File: src/rtl/cla_pipe.sv
// Pipelined carry-lookahead adder/subtractor: WIDTH bits split into STAGES slices,
// each slice resolved by BLOCK-bit lookahead groups, with a valid/ready handshake.
module cla_pipe #(
    parameter int WIDTH  = 32,
    parameter int BLOCK  = 4,
    parameter int STAGES = 2
) (
    input  logic             clk,
    input  logic             rst_n,
    input  logic             in_valid,
    output logic             in_ready,
    input  logic [WIDTH-1:0] a,
    input  logic [WIDTH-1:0] b,
    input  logic             cin,
    input  logic             sub,
    output logic             out_valid,
    input  logic             out_ready,
    output logic [WIDTH-1:0] sum,
    output logic             cout,
    output logic             ovf,
    output logic             zero,
    output logic             neg
);

    localparam int SW   = WIDTH / STAGES;
    localparam int NG   = SW / BLOCK;
    localparam int LAST = STAGES - 1;
    localparam logic [WIDTH-1:0] ZERO_W = {WIDTH{1'b0}};

    // One slice: group generate/propagate, lookahead across groups, short ripple inside a group.
    function automatic logic [SW:0] cla_slice(input logic [SW-1:0] x, input logic [SW-1:0] y,
                                              input logic c);
        logic [SW-1:0] g, p, cb;
        logic [NG-1:0] gg, gp;
        logic [NG:0]   gc;
        logic          term;
        g = x & y;
        p = x ^ y;
        for (int j = 0; j < NG; j++) begin
            gg[j] = 1'b0;
            gp[j] = 1'b1;
            for (int i = 0; i < BLOCK; i++) begin
                gg[j] = g[j*BLOCK+i] | (p[j*BLOCK+i] & gg[j]);
                gp[j] = gp[j] & p[j*BLOCK+i];
            end
        end
        for (int j = 0; j <= NG; j++) begin
            gc[j] = c;
            for (int i = 0; i < j; i++) gc[j] = gc[j] & gp[i];
            for (int i = 0; i < j; i++) begin
                term = gg[i];
                for (int k = i + 1; k < j; k++) term = term & gp[k];
                gc[j] = gc[j] | term;
            end
        end
        for (int j = 0; j < NG; j++) begin
            cb[j*BLOCK] = gc[j];
            for (int i = 1; i < BLOCK; i++)
                cb[j*BLOCK+i] = g[j*BLOCK+i-1] | (p[j*BLOCK+i-1] & cb[j*BLOCK+i-1]);
        end
        return {gc[NG], p ^ cb};
    endfunction

    logic [WIDTH-1:0] a_r [STAGES];
    logic [WIDTH-1:0] b_r [STAGES];
    logic [WIDTH-1:0] s_r [STAGES];
    logic [STAGES-1:0] c_r, v_r;

    logic [WIDTH-1:0] ain_s [STAGES];
    logic [WIDTH-1:0] bin_s [STAGES];
    logic [WIDTH-1:0] sin_s [STAGES];
    logic [WIDTH-1:0] snx_s [STAGES];
    logic [SW:0]      slice_s [STAGES];
    logic [STAGES-1:0] ci_s, vin_s, cnx_s;

    logic cout_r, ovf_r, zero_r, neg_r;
    logic ovf_s, zero_s, neg_s;
    logic en_s;

    assign en_s     = out_ready | ~v_r[LAST];
    assign in_ready = en_s;

    // Stage inputs (operand B already inverted for subtract) and per-stage slice resolution.
    always_comb begin
        ain_s[0] = in_valid ? a : ZERO_W;
        bin_s[0] = in_valid ? (sub ? ~b : b) : ZERO_W;
        sin_s[0] = ZERO_W;
        ci_s[0]  = in_valid & (sub ? ~cin : cin);
        vin_s[0] = in_valid;
        for (int k = 1; k < STAGES; k++) begin
            ain_s[k] = a_r[k-1];
            bin_s[k] = b_r[k-1];
            sin_s[k] = s_r[k-1];
            ci_s[k]  = c_r[k-1];
            vin_s[k] = v_r[k-1];
        end
        for (int k = 0; k < STAGES; k++) begin
            slice_s[k]              = cla_slice(ain_s[k][k*SW +: SW], bin_s[k][k*SW +: SW], ci_s[k]);
            snx_s[k]                = sin_s[k];
            snx_s[k][k*SW +: SW]    = slice_s[k][SW-1:0];
            cnx_s[k]                = slice_s[k][SW];
        end
    end

    // Result flags are derived in the final stage so they register alongside the sum.
    always_comb begin
        zero_s = (snx_s[LAST] == ZERO_W);
        neg_s  = snx_s[LAST][WIDTH-1];
        ovf_s  = (ain_s[LAST][WIDTH-1] == bin_s[LAST][WIDTH-1]) &&
                 (snx_s[LAST][WIDTH-1] != ain_s[LAST][WIDTH-1]);
    end

    // Pipeline registers: whole pipe shifts together on en_s, holds otherwise.
    always_ff @(posedge clk) begin
        if (!rst_n) begin
            for (int k = 0; k < STAGES; k++) begin
                a_r[k] <= ZERO_W;
                b_r[k] <= ZERO_W;
                s_r[k] <= ZERO_W;
            end
            c_r    <= {STAGES{1'b0}};
            v_r    <= {STAGES{1'b0}};
            cout_r <= 1'b0;
            ovf_r  <= 1'b0;
            zero_r <= 1'b0;
            neg_r  <= 1'b0;
        end else if (en_s) begin
            for (int k = 0; k < STAGES; k++) begin
                a_r[k] <= ain_s[k];
                b_r[k] <= bin_s[k];
                s_r[k] <= snx_s[k];
            end
            c_r    <= cnx_s;
            v_r    <= vin_s;
            cout_r <= cnx_s[LAST];
            ovf_r  <= ovf_s;
            zero_r <= zero_s;
            neg_r  <= neg_s;
        end
    end

    assign out_valid = v_r[LAST];
    assign sum       = s_r[LAST];
    assign cout      = cout_r;
    assign ovf       = ovf_r;
    assign zero      = zero_r;
    assign neg       = neg_r;

endmodule
File: config.mk
export PLATFORM = sky130hd
export DESIGN_NAME = cla_pipe
export DESIGN_NICKNAME = d
export VERILOG_FILES = /design/src/rtl/cla_pipe.sv
export SDC_FILE = /design/constraint.sdc
export NUM_CORES = 1
export LEC_CHECK = 0
export BUFFER_PORTS_ARGS = -buffer_cell sky130_fd_sc_hd__buf_4
export CAP_MARGIN = 25
export CORE_UTILIZATION = 40
export DETAILED_ROUTE_END_ITERATION = 10
export GPL_TIMING_DRIVEN = 1
export HOLD_SLACK_MARGIN = 0.1
export MAX_ROUTING_LAYER = met4
export SETUP_SLACK_MARGIN = 0.15
export SYNTH_ARGS = -nofsm -noshare
export SYNTH_HDL_FRONTEND = slang
export SYNTH_SLANG_ARGS = --single-unit
File: constraint.sdc
create_clock -name clk -period 7.3 [get_ports clk]
set_input_delay 0.73 -clock clk [delete_from_list [all_inputs] [get_ports clk]]
set_output_delay 0.73 -clock clk [all_outputs]
set_load 0.02 [all_outputs]
Yosys cells after proc, flatten, opt, wreduce, memory -nomap -nowiden
Memory sizes are Yosys's and may differ from the RTL's.
Index checks and enable logic that the tools add are counted.

cells by class
  equal/unequal tests = 2
  multiplexer cells = 14
  bitwise operators = 177
  reduce and logical (&&, ||, !) cells = 2

operators by type and width
  kind                   count
  two-way mux 32 bit     9
  bitwise AND 1 bit      93
  OR 1 bit               75
  XOR 16 bit             4
  bitwise AND 16 bit     2
  zero test 32 bit       1
  inverter 32 bit        1
  two-way mux 1 bit      5
  inverter 1 bit         2
  equality test 1 bit    1
  logical AND 1 bit      1
  inequality test 1 bit  1

word-level totals
  register bits = 7
  memory bits (writable) = 192
  input port bits = 70
  output and inout port bits = 38
  logic and storage cells = 204
  memories kept = 3

memory list
  memory  words  width  rd ports  clocked after memory_dff  write ports  line  text
  a_r     2      32     1         0                         2            64    logic [WIDTH-1:0] a_r [STAGES];
  b_r     2      32     1         0                         2            65    logic [WIDTH-1:0] b_r [STAGES];
  s_r     2      32     2         0                         2            66    logic [WIDTH-1:0] s_r [STAGES];

Longest topological paths before layout
  depth after elaboration = 23
  depth in mapped cells = 15
  depth with buffers taken out = 13

Worst setup path after synthesis
OpenSTA, ideal clock, no wires.

  path type = input to register
  start point = input sub
  end point = memory s_r[0][14] (data pin)
  library setup time = 0.255 ns
  arrival time = 4.104 ns
  data required time = 7.045 ns
  setup slack = 2.941 ns
  stages = 14
  buffers on the path = 2
  path through = buf_4 -> buf_2 -> xor2_1 -> and2_1 -> ha_1 -> a21oi_1 -> nand2_1 -> a221o_1 -> a31oi_1 -> o21ai_1 -> fa_1 -> fa_1 -> fa_1 -> and3_1

RTL lines
  what             line  text
  start, declared  15    input logic sub,
  end, declared    66

==> flow_summary.json <==
{
  "dp_hpwl_mm": 7.87,
  "area_growth_pct": 18.5,
  "final-max-slew-violation-count": 0,
  "multi_input_area_um2": 2380,
  "route.final.wire_length_mm": 10.4,
  "post-route-worst-setup-slack_ns": 2.94,
  "end_kind": "register",
  "crit_path_arrival_time_ns": 4.42,
  "floorplan.io_pins": 108,
  "finalCriticalPeriod_ns": 4.36,
  "cp_num_buf_inv": 1,
  "dr.first_iter.drc_count": 176,
  "core-area_um2": 12800,
  "critical_path.cell_chain": "buf_4 -> xor2_1 -> and2_1 -> ha_1 -> a21oi_1 -> nand2_1 -> a221o_1 -> a31oi_1 -> o21ai_1 -> fa_1 -> fa_1 -> fa_1 -> xnor2_1 -> nor2_1",
  "cts-hold-fix-buffers": 0,
  "largest_net_degree_at_the_start_of_global_routing": 81,
  "yosysUniqueCellTypes": 44,
  "powerDensity_nw_per_um2": 208,
  "post_drt_wl_per_cell_um": 15.3,
  "regArea_um2": 2540,
  "start_util_pct": 41.7,
  "number_of_nets_in_the_layout": 628,
  "syn-instance-count": 438,
  "ir_worst_vdd_v": 0.000103,
  "setup.worst_path.start": "sub",
  "worst_slew_pin_slew_ns": 0.526,
  "cts_setup_buffers": 0,
  "grt.total_usage_pct": 16.0,
  "place_worst_setup_slack_ns": 2.54,
  "worst_hold_startpoint": "v_r[0]$_SDFFE_PN0N_",
  "r2r_start": "a_r[0][19]$_SDFFCE_PN0P_",
  "tritoncts": "built",
  "synth_seq_cells": 87,
  "timing.clock.skew_ns": 0.0118,
  "cts_root_buffer": "sky130_fd_sc_hd__clkbuf_16",
  "post-route-period-util_pct": 59.7,
  "final_common_cell": "sky130_fd_sc_hd__buf_4",
  "antenna_violating_nets_post_route": 0,
  "gp_congestion": 0.815,
  "vias_in_the_first_global_route": 3250,
  "clkLatencyLatePin_ns": 0.34,
  "dieWidth_um": 117,
  "path_clk_slew_ns": 0.06,
  "critical_path_peak_fanout": 33,
  "number_of_detailed_routing_iterations_run_before_antenna_repair": 4,
  "layout_common_cells": "sky130_fd_sc_hd__buf_4 (107), sky130_fd_sc_hd__edfxtp_1 (80), sky130_fd_sc_hd__and3_1 (55), sky130_fd_sc_hd__and2_1 (33), sky130_fd_sc_hd__ha_1 (32)",
  "numPortBuffers": 107,
  "static-leakage-power_nw": 3.03,
  "timing.critical_path.mode_cell": "sky130_fd_sc_hd__fa_1",
  "outcome": "finished, final reports clean",
  "hp-class": "reg -> reg",
  "final_layout_size_suffix_gt1_share_pct": 25.8,
  "placementRows": 41,
  "vias": 3249,
  "synth_enable_flop_cells": 80,
  "cap_viol_max_count": 0,
  "finalNonFillerCells": 679,
  "post-route-drc-count": 0,
  "cts-htree-levels": 3,
  "tritoncts_num_sinks": 87,
  "final.setup.tns_ns": 0,
  "post_synth_instance_area_um2": 5320,
  "grt_setup_unrepaired": "false",
  "antenna_cells": 0,
  "synth_flop_cell": "sky130_fd_sc_hd__edfxtp_1",
  "synth.yosys.warnings": 0,
  "seq_area_frac_synth_pct": 47.8,
  "full_die_area_um2": 13800,
  "slew_headroom_pct": 65.0,
  "cts_made_buffers": 9,
  "timing.critical_path.slowest_cell_delay_ns": 0.47,
  "max_freq_mhz": 229,
  "cp_slowest_cell": "sky130_fd_sc_hd__fa_1",
  "cts_resized": 0,
  "antenna_found_initial": 0,
  "ctsLongestPathBuffers": 2,
  "async_flop_share_pct": 0,
  "cp-start-kind": "input pin",
  "synthesized_area_per_cell_um2": 12.2,
  "post-place-cells": 662,
  "setup.worst_path.class": "in -> reg",
  "fin_util_pct": 49.4,
  "final-setup-viol-count": 0,
  "grt_overflow_total": 0,
  "synth_nets": 564,
  "die_height_um": 117,
  "required_ns": 7.36,
  "path_delay_family": "adder cells",
  "wire_length_of_the_first_global_routing_pass_mm": 16.7,
  "detail_route.vias_per_cell": 4.78,
  "hold_violations": 0,
  "fillerInstances": 1204
}
[cell families (layout without fill, tap and decap cells)]
group	count (synthesis)	in the layout	share of synthesized area, %
buffers and inverters	65	134	7.66
adders and majority gates	56	56	16.5
DFF	87	87	47.8
xor gates and xnor gates	42	42	6.91
and+or+nand+nor	153	153	16.6
AOI/OAI and AO/OA	35	35	4.47
[cell type report]
type	instances	area share, %
clock buffers	9	3.57
clock inverters	7	1.09
inverters	10	0.675
multi-input cells	286	37.7
flip-flops and latches	87	40.3
well taps	172	3.41
repair buffers	108	13.2
[path summary, 6_finish.rpt]
check        slack (ns)                        to  cells past startpoint
max                2.94  s_r[0][15]$_SDFFCE_PN0P_                     14
min                0.46       v_r[0]$_SDFFE_PN0N_                      2
max reg2reg        3.68         zero$_SDFFE_PN0N_                     11
min reg2reg        0.46       v_r[0]$_SDFFE_PN0N_                      2
[cells in the mapped netlist, types with 2 or more instances]
cell                       instances  share of area (%)
sky130_fd_sc_hd__edfxtp_1         80                 45
sky130_fd_sc_hd__and3_1           55                6.5
sky130_fd_sc_hd__and2_1           33                3.9
sky130_fd_sc_hd__buf_4            33                4.7
sky130_fd_sc_hd__ha_1             32                7.5
sky130_fd_sc_hd__nor2_1           30                2.1
sky130_fd_sc_hd__xnor2_1          25                4.1
sky130_fd_sc_hd__fa_1             24                9.0
sky130_fd_sc_hd__xor2_1           17                2.8
sky130_fd_sc_hd__clkbuf_1         14               0.99
sky130_fd_sc_hd__inv_1             9               0.63
sky130_fd_sc_hd__a21oi_1           7               0.66
sky130_fd_sc_hd__dfxtp_1           7                2.6
sky130_fd_sc_hd__nand2_1           7               0.49
sky130_fd_sc_hd__nand4_1           6               0.71
sky130_fd_sc_hd__nor4_1            6               0.71
sky130_fd_sc_hd__a21o_1            5               0.71
sky130_fd_sc_hd__nand3_1           5               0.47
sky130_fd_sc_hd__o21ai_0           5               0.47
sky130_fd_sc_hd__a211oi_1          4               0.56
sky130_fd_sc_hd__buf_2             4               0.38
sky130_fd_sc_hd__buf_6             4               0.85
sky130_fd_sc_hd__o21ai_1           3               0.28
sky130_fd_sc_hd__a31oi_1           2               0.24
sky130_fd_sc_hd__and4_1            2               0.33
[stage by stage]
stage | hold slack [ns] | total power [mW] | area [µm²]
final | 0.461 | 1.31 | 6300
after global routing | 0.483 | 1.37 | 6300
after CTS | 0.464 | 1.32 | 6280
after detailed placement | 0.454 | 0.871 | 5980
after global placement | 0.443 | 0.867 | 5980
after floorplan | 0.434 | 0.790 | 5320
[per-layer routing]
| metal | GRT usage [%] | part of all wire (%) |
|---|---|---|
| met1 | 22.4 | 50 |
| met2 | 23.5 | 45 |
| met3 | 3.06 | 4.0 |
| met4 | 4.38 | 0.84 |
| met5 | - | 0 |
[report_power, final]
| part | switching (mW) | internal [mW] | total [mW] | leakage (nW) |
|---|---|---|---|---|
| Sequential | 0.0210 | 0.592 | 0.613 | 1.00 |
| Clock | 0.191 | 0.265 | 0.456 | 0.144 |
| Combinational | 0.127 | 0.116 | 0.243 | 1.88 |
| Total | 0.339 | 0.973 | 1.31 | 3.03 |
[registers in the layout, summed over array words and instances, names as in the netlist]
register,flops
cout,1
c_r,1
s_r,48
zero,1
a_r,16
v_r,2
neg,1
b_r,16
ovf,1
[worst reg2reg max path: cells and delay by family (launching register included)]
kind,cells,cell delay (ns)
flops,1,0.37
fa+ha+maj,4,1.53
xor+xnor,1,0.36
compound gates,4,0.92
simple gates,2,0.36
Note: power is estimated with default switching activity, not from simulation.
